`src/rtl/freq_sweep_ctrl.sv`:
```
// Frequency sweep controller: manual Plus/Minus adjustment of the divider Scale,
// plus an automatic triangle sweep between SCALE_MIN and SCALE_MAX with pause/resume.
module freq_sweep_ctrl #(
    parameter int DWELL_CYCLES = 1000000,
    parameter int SCALE_MIN    = 0,
    parameter int SCALE_MAX    = 63,
    parameter int STEP         = 1
) (
    input  logic       sysclk,
    input  logic       reset,
    input  logic       Plus,
    input  logic       Minus,
    input  logic       Start,
    input  logic       Sweep_en,
    output logic [5:0] Scale,
    output logic       Busy,
    output logic       Dir
);

    typedef enum logic [1:0] {
        MANUAL     = 2'd0,
        SWEEP_UP   = 2'd1,
        SWEEP_DOWN = 2'd2,
        PAUSE      = 2'd3
    } state_e;

    localparam int              CNT_W  = 24;
    localparam logic [CNT_W-1:0] RELOAD = CNT_W'(DWELL_CYCLES - 1);
    localparam logic [5:0]      MAX6   = 6'(SCALE_MAX);
    localparam logic [5:0]      MIN6   = 6'(SCALE_MIN);
    localparam logic [5:0]      STEP6  = 6'(STEP);
    localparam logic [7:0]      MAX8   = 8'(SCALE_MAX);
    localparam logic [7:0]      LOW8   = 8'(SCALE_MIN + STEP);

    state_e           state_q, state_d;
    logic [5:0]       scale_q, scale_d;
    logic [CNT_W-1:0] cnt_q, cnt_d;
    logic             dir_q, dir_d;
    logic             busy_q, busy_d;
    logic             plus_prev_q, minus_prev_q, start_prev_q;

    logic       plus_ev, minus_ev, start_ev;
    logic       sweep_start, dwell_done;
    logic [7:0] up_sum;
    logic       up_hit, down_hit;

    assign plus_ev     = Plus  & ~plus_prev_q;
    assign minus_ev    = Minus & ~minus_prev_q;
    assign start_ev    = Start & ~start_prev_q;
    assign sweep_start = start_ev & Sweep_en;
    assign dwell_done  = (cnt_q == '0);

    // 8-bit arithmetic so a step past either limit is detected before it can wrap.
    assign up_sum   = {2'b00, scale_q} + 8'(STEP6);
    assign up_hit   = (up_sum >= MAX8);
    assign down_hit = ({2'b00, scale_q} <= LOW8);

    // NOTE: sequential state uses non-blocking assignments so every register
    // samples the pre-edge values, independent of statement order.
    always_ff @(posedge sysclk or negedge reset) begin
        if (!reset) begin
            state_q      <= MANUAL;
            scale_q      <= MIN6;
            cnt_q        <= '0;
            dir_q        <= 1'b1;
            busy_q       <= 1'b0;
            plus_prev_q  <= 1'b0;
            minus_prev_q <= 1'b0;
            start_prev_q <= 1'b0;
        end else begin
            state_q      <= state_d;
            scale_q      <= scale_d;
            cnt_q        <= cnt_d;
            dir_q        <= dir_d;
            busy_q       <= busy_d;
            plus_prev_q  <= Plus;
            minus_prev_q <= Minus;
            start_prev_q <= Start;
        end
    end

    // NOTE: every combinational output gets a default first so no latch is inferred.
    always_comb begin
        state_d = state_q;
        unique case (state_q)
            MANUAL: begin
                if (sweep_start)
                    state_d = (scale_q < MAX6) ? SWEEP_UP : SWEEP_DOWN;
            end
            SWEEP_UP: begin
                if (!Sweep_en)                 state_d = MANUAL;
                else if (start_ev)             state_d = PAUSE;
                else if (dwell_done && up_hit) state_d = SWEEP_DOWN;
            end
            SWEEP_DOWN: begin
                if (!Sweep_en)                   state_d = MANUAL;
                else if (start_ev)               state_d = PAUSE;
                else if (dwell_done && down_hit) state_d = SWEEP_UP;
            end
            PAUSE: begin
                if (!Sweep_en)     state_d = MANUAL;
                else if (start_ev) state_d = dir_q ? SWEEP_UP : SWEEP_DOWN;
            end
            default: state_d = MANUAL;
        endcase
    end

    always_comb begin
        scale_d = scale_q;
        cnt_d   = cnt_q;
        unique case (state_q)
            MANUAL: begin
                if (sweep_start)
                    cnt_d = RELOAD;
                else if (plus_ev && !minus_ev && (scale_q < MAX6))
                    scale_d = scale_q + 6'd1;
                else if (minus_ev && !plus_ev && (scale_q > MIN6))
                    scale_d = scale_q - 6'd1;
            end
            SWEEP_UP, SWEEP_DOWN: begin
                // Dropping Sweep_en or pausing freezes the dwell, so no step either.
                if (Sweep_en && !start_ev) begin
                    if (dwell_done) begin
                        cnt_d = RELOAD;
                        if (state_q == SWEEP_UP)
                            scale_d = up_hit ? MAX6 : up_sum[5:0];
                        else
                            scale_d = down_hit ? MIN6 : (scale_q - STEP6);
                    end else begin
                        cnt_d = cnt_q - CNT_W'(1);
                    end
                end
            end
            default: ;
        endcase

        if (state_d == SWEEP_UP)        dir_d = 1'b1;
        else if (state_d == SWEEP_DOWN) dir_d = 1'b0;
        else                            dir_d = dir_q;

        busy_d = (state_d == SWEEP_UP) || (state_d == SWEEP_DOWN);
    end

    assign Scale = scale_q;
    assign Busy  = busy_q;
    assign Dir   = dir_q;

endmodule

```
`config.mk`:
```
export PLATFORM = sky130hd
export DESIGN_NAME = freq_sweep_ctrl
export DESIGN_NICKNAME = d
export VERILOG_FILES = /design/src/rtl/freq_sweep_ctrl.sv
export SDC_FILE = /design/constraint.sdc
export NUM_CORES = 1
export LEC_CHECK = 0
export CORE_ASPECT_RATIO = 1.75
export CORE_MARGIN = 1.5
export CORE_UTILIZATION = 41
export DETAILED_ROUTE_END_ITERATION = 10
export REMOVE_ABC_BUFFERS = 1
export SLEW_MARGIN = 5
export SYNTH_ARGS = -nofsm -noshare
export SYNTH_HDL_FRONTEND = slang
export SYNTH_SLANG_ARGS = --single-unit
export TNS_END_PERCENT = 30
```
`constraint.sdc`:
```
create_clock -name sysclk -period 6.3 [get_ports sysclk]
set_input_delay 1.26 -clock sysclk [delete_from_list [all_inputs] [get_ports sysclk]]
set_output_delay 1.26 -clock sysclk [all_outputs]
set_load 0.03 [all_outputs]
```
Word level (Yosys, flattened, before mapping)
Cells that the tools add are included.
Cells by class
  equality and inequality tests: 10
  magnitude comparators: 4
  mux-type cells: 27
  bitwise gates (word level): 7
  reduce and logical (&&, ||, !) cells: 18
  add/sub/neg operators: 4
Operator list (number)
  $mux 24: 3
  $mux 6: 8
  $pmux 24 s2: 1
  $logic_not 24->1: 1
  $sub 24x1->24 const B: 1
  $mux 2: 11
  $pmux 6 s2: 1
  $ne 2x2->1 const B: 4
  $pmux 2 s4: 1
  $add 6x1->7 const B: 1
  $ge 7x6->1 const B: 1
  $logic_and 1x1->1: 7
  $add 6x1->6 const B: 1
  $eq 2x2->1 const B: 3
  $gt 6x1->1 const B: 1
  $le 6x1->1 const B: 1
  $lt 6x6->1 const B: 1
  $sub 6x1->6 const B: 1
  $reduce_and 5->1: 1
  $and 1x1->1: 4
  $eq 2x1->1 const B: 2
  $reduce_bool 2->1: 2
  $logic_not 1->1: 3
  $ne 3x3->1 const B: 1
  6 further kinds: 9
Storage, ports and cells
  register bits: 37
  word-level logic and storage cells: 78
  output and inout bits: 8
  input bits: 6

Longest topological paths before layout
  depth after elaboration: 10
  depth in mapped cells: 10
  gate-level depth less buffers: 10

Worst setup path before layout
No wires, ideal clock.
  path type: register to register
  from: reg scale_q[0], in the netlist Scale[0]
  to: reg dir_q, in the netlist Dir
  arrival: 2.924 ns
  clock period less this slack: 3.006 ns
  stages on the path, launching flop included: 11
  library setup time: 0.082 ns
  path buffers: 0
  data required time: 6.218 ns
  setup slack: 3.294 ns
  cells stage by stage: dfrtp_1 -> inv_1 -> ha_1 -> nor2b_1 -> o311ai_0 -> a31oi_1 -> a211o_1 -> a311o_1 -> nand2_1 -> ha_1 -> mux2_2
Between the ends
  longest elaborated chain between the ends: 9
  elaborated cells between the ends (all ways): 19
  those cells by class: 1 x add/sub; 3 x order compare; 2 x eq/ne; 10 x mux; 3 x reduce/logical
RTL lines
  from (decl): line 36  | logic [5:0] scale_q, scale_d;
  from (signal assigned): line 72  | scale_q <= scale_d;
  $add 6x1->7: line 54  | assign up_sum = {2'b00, scale_q} + 8'(STEP6);
  $ge 7x6->1: line 55  | assign up_hit = (up_sum >= MAX8);
  $logic_and 1x1->1: line 93  | else if (dwell_done && up_hit) state_d = SWEEP_DOWN;
  $mux 2: line 93
  $mux 2: line 92  | else if (start_ev) state_d = PAUSE;
  $mux 2: line 91  | if (!Sweep_en) state_d = MANUAL;
  $pmux 2 s4 (*): line 85  | unique case (state_q)
  $eq 2x1->1 or $eq 2x2->1 (tied branches): line 137, 138
  $mux 1 or $reduce_bool 2->1 (tied branches)
  to (signal assigned): line 74  | dir_q <= dir_d;
  to (decl): line 38  | logic dir_q, dir_d;
Every way passes the cells marked *; elsewhere a longest branch is shown, timed or not.
A chain may end at the register's enable or synchronous reset.

Worst setup path in the final report
  from: in Start
  to: reg cnt_q[22]
Between the ends
  longest elaborated chain between the ends: 5
  elaborated cells between the ends (all ways): 7
  those cells by class: 2 x eq/ne; 2 x bitwise; 3 x reduce/logical
RTL lines
  from (decl): line 13  | input logic Start,
  $and 1x1->1 (*): line 49  | assign start_ev = Start & ~start_prev_q;
  $logic_not 1->1: line 122  | if (Sweep_en && !start_ev) begin
  $logic_and 1x1->1: line 122
  $ne 2x2->1 (no line)
  $reduce_and 3->1 (no line) (*)
  to (signal assigned): line 73  | cnt_q <= cnt_d;
  to (decl): line 37  | logic [CNT_W-1:0] cnt_q, cnt_d;
Marks and branches as above.

==> impl_metrics.ini <==
[flow_run]
max-cap-violations = 0

[synthesis]
ys_warn_count = 0
ys_ff_latch = 37
avgSynthCellArea_um2 = 8.84
synth_area_leaders = dfrtp_1 33%, ha_1 6.5%, nor2_1 4.0%, a21oi_1 3.3%, nand2_1 3.3%
syn-cell-area_um2 = 2700
ys_seq_area_frac = 0.344
ys_types = 63
syn_inst = 305
async_flop_share = 1.00
ys_top_cells_by_count = 36 x dfrtp_1, 29 x nor2_1, 24 x nand2_1
synth-edff-count = 0
synthFlopType = dfrtp_1
synth_area_leader_cell = dfrtp_1
synth_top_area_share = 0.334
yosysMostFrequentCell = dfrtp_1

[timing]
drv_slew = 0
hold_ws_ns = 0.494
period_minus_slack_ns = 3.25
tightestPinTransition_ns = 0.870
hold_violations = 0
skew_ns = 0.00435
rsz0062_at_grt = false
slew_headroom = 0.420
post-route-period-util = 0.516
setup_viol = 0
fin_setup_tns_ns = 0
max_freq_mhz = 308

[clock_tree]
cts_made_buffers = 5
cts_tree = yes
cts_sinks = 37
postCtsSetupRepairBufs = 0
cts-resized-gates = 0
cts.path.max_buffers = 2
cts-htree-levels = 2
cts_root_buf = clkbuf_8
clk_pin_slew_ns = 0.07
cts_hold_buf = 0
clock_latency_ns = 0.29

[pwr]
intPower_w = 0.000662
ir_worst_vdd_mv = 0.303
p_leak_nw = 1.14
power_frac_comb = 0.531
seqPwrFrac = 0.294
swShare = 0.463
p_clk_frac = 0.174
p_switching_w = 0.000570
finalPower_w = 0.00123
p_per_area_nw_per_um2 = 413

[min_path]
hp-start = cnt_q[0]$_DFFE_PN0P_
hold_class = reg2reg

[placed_design]
detailed_place.area_um2 = 2870
place.gp.congestion = 0.839
io_buffers = 13
dp_cells = 386
hpwl_um = 4880

[worst_setup_path]
startpoint = Start
worstPathRequired_ns = 6.52
cp_max_fo = 9
crit_type = in2reg
worst_r2r_path_depth = 10
cp.arrival_ns = 3.47
rr_endpoint = Dir$_DFFE_PN1P_
cp_slowest_stage_delay_ns = 0.51
start_kind = input pin
path_cells = clkdlybuf4s50_1, nor2b_4, nand2_2, o22a_1, or3_1, or3_1, a21oi_2
crit_top_cell = or3_1
slowest_stage = or3_1
reg2reg_slack_ns = 3.17
end_kind = flip-flop
crit_end = cnt_q[22]$_DFFE_PN0P_
r2r-start = Scale[0]$_DFFE_PN0P_

[finish]
syn_to_final_growth_pct = 10.7
final_area_um2 = 2980
fin_cells = 394
num_antenna_cells = 0
nNetsFinal = 333
layout-drive-gt1-share = 0.0892

[die]
ioPinCount = 14
die_h_um = 110
initial_core_util = 0.430
rows = 38
die_w_um = 64.3
placeableCoreArea_um2 = 6280
die-area_um2 = 7090

[global_route]
grt_max_degree = 38
antenna_found_initial = 0
grt_pass1_wl_um = 11100
grt-ovfl-total = 0
grt_util_all_layers = 0.200
grt_pass1_vias = 2277

[route]
highest_layer = met4
routed-wl-met3_um = 158
ant_nets = 0
routed_wl_um = 6520
vias = 2353
drt_iter0_drc = 110
met1_length_um = 2660
drt-wirelength-per-cell_um = 16.5
via_per_inst = 5.97
first_pass_iters = 4
drc = 0
wl_met2_um = 3530

[run_status]
status = completed
[power groups by stage]
stage / registers, W / clock network [W] / logic (W)
CTS: 0.000362 / 0.000221 / 0.000656
floorplan: 0.000388 / 0 / 0.000441
global route: 0.000375 / 0.000229 / 0.000727
detailed placement: 0.000367 / 0 / 0.000653
finish: 0.000363 / 0.000215 / 0.000655
global placement: 0.000367 / 0 / 0.000648
[per-layer routing]
layer  vias to the layer above  GRT usage
li1                       1165          -
met1                      1139      0.215
met2                        38      0.390
met3                        11     0.0234
met4                         0     0.0775
met5                         -          0
[cells by family (layout without fill, tap and decap cells)]
group	after synthesis	after routing	synth area share
xor gates and xnor gates	13	13	0.0422
and+or+nand+nor	125	125	0.272
muxes	5	5	0.0204
adders and majority gates	14	14	0.0650
AOI/OAI and AO/OA	86	86	0.218
DFF	37	37	0.344
buffers and inverters	25	34	0.0381
[cells in the final DEF (no fill, tap or decap), drive strengths merged, types with 6 or more instances in the layout]
cell           synthesis  final
a21oi                 19     19
a31oi                  9      9
clkbuf                 3      7
clkdlybuf4s50          0     12
dfrtp                 36     36
ha                    14     14
inv                   13     13
nand2                 25     25
nand3                 13     13
nand4                  9      9
nor2                  29     29
nor4                  10     10
o21a                   6      6
o21ai                 14     14
o22ai                  7      7
or3                   11     11
xnor2                  6      6
xor2                   7      7
[sequential cells by signal, indices dropped and copies added, names as in the netlist]
signal,flops
minus_prev_q,1
start_prev_q,1
cnt_q,24
state_q,2
Dir,1
plus_prev_q,1
Scale,6
Busy,1
[layout make-up]
| class | instances | area, µm² |
|---|---|---|
| Sequential cell | 37 | 927 |
| Tap cell | 80 | 100 |
| Multi-Input combinational cell | 243 | 1670 |
| Inverter | 13 | 48.8 |
| Timing Repair Buffer | 13 | 125 |
| Clock buffer | 7 | 86.3 |
| Fill cell | 653 | 3290 |
| Clock inverter | 1 | 30.0 |
[worst min path at each step]
stage	end	slack, ns	cells past startpoint
floorplan	cnt_q[0]$_DFFE_PN0P_	0.46	1
global placement	cnt_q[0]$_DFFE_PN0P_	0.49	1
detailed placement	cnt_q[0]$_DFFE_PN0P_	0.49	1
CTS	cnt_q[0]$_DFFE_PN0P_	0.50	1
global route	cnt_q[0]$_DFFE_PN0P_	0.57	1
finish	cnt_q[0]$_DFFE_PN0P_	0.49	1
[through the flow]
stage | setup WS (ns) | utilization
after floorplan | 3.29 | -
after global placement | 2.80 | 0.457
after detailed placement | 2.74 | 0.457
after CTS | 3.04 | 0.475
after global routing | 2.89 | 0.475
final | 3.05 | 0.475
[critical path: cells and delay by family]
family / cells / cell delay (ns)
compound gates: 2 / 0.45
buf+inv: 1 / 0.48
simple gates: 4 / 1.25
Power figures use the tool's default switching activity.
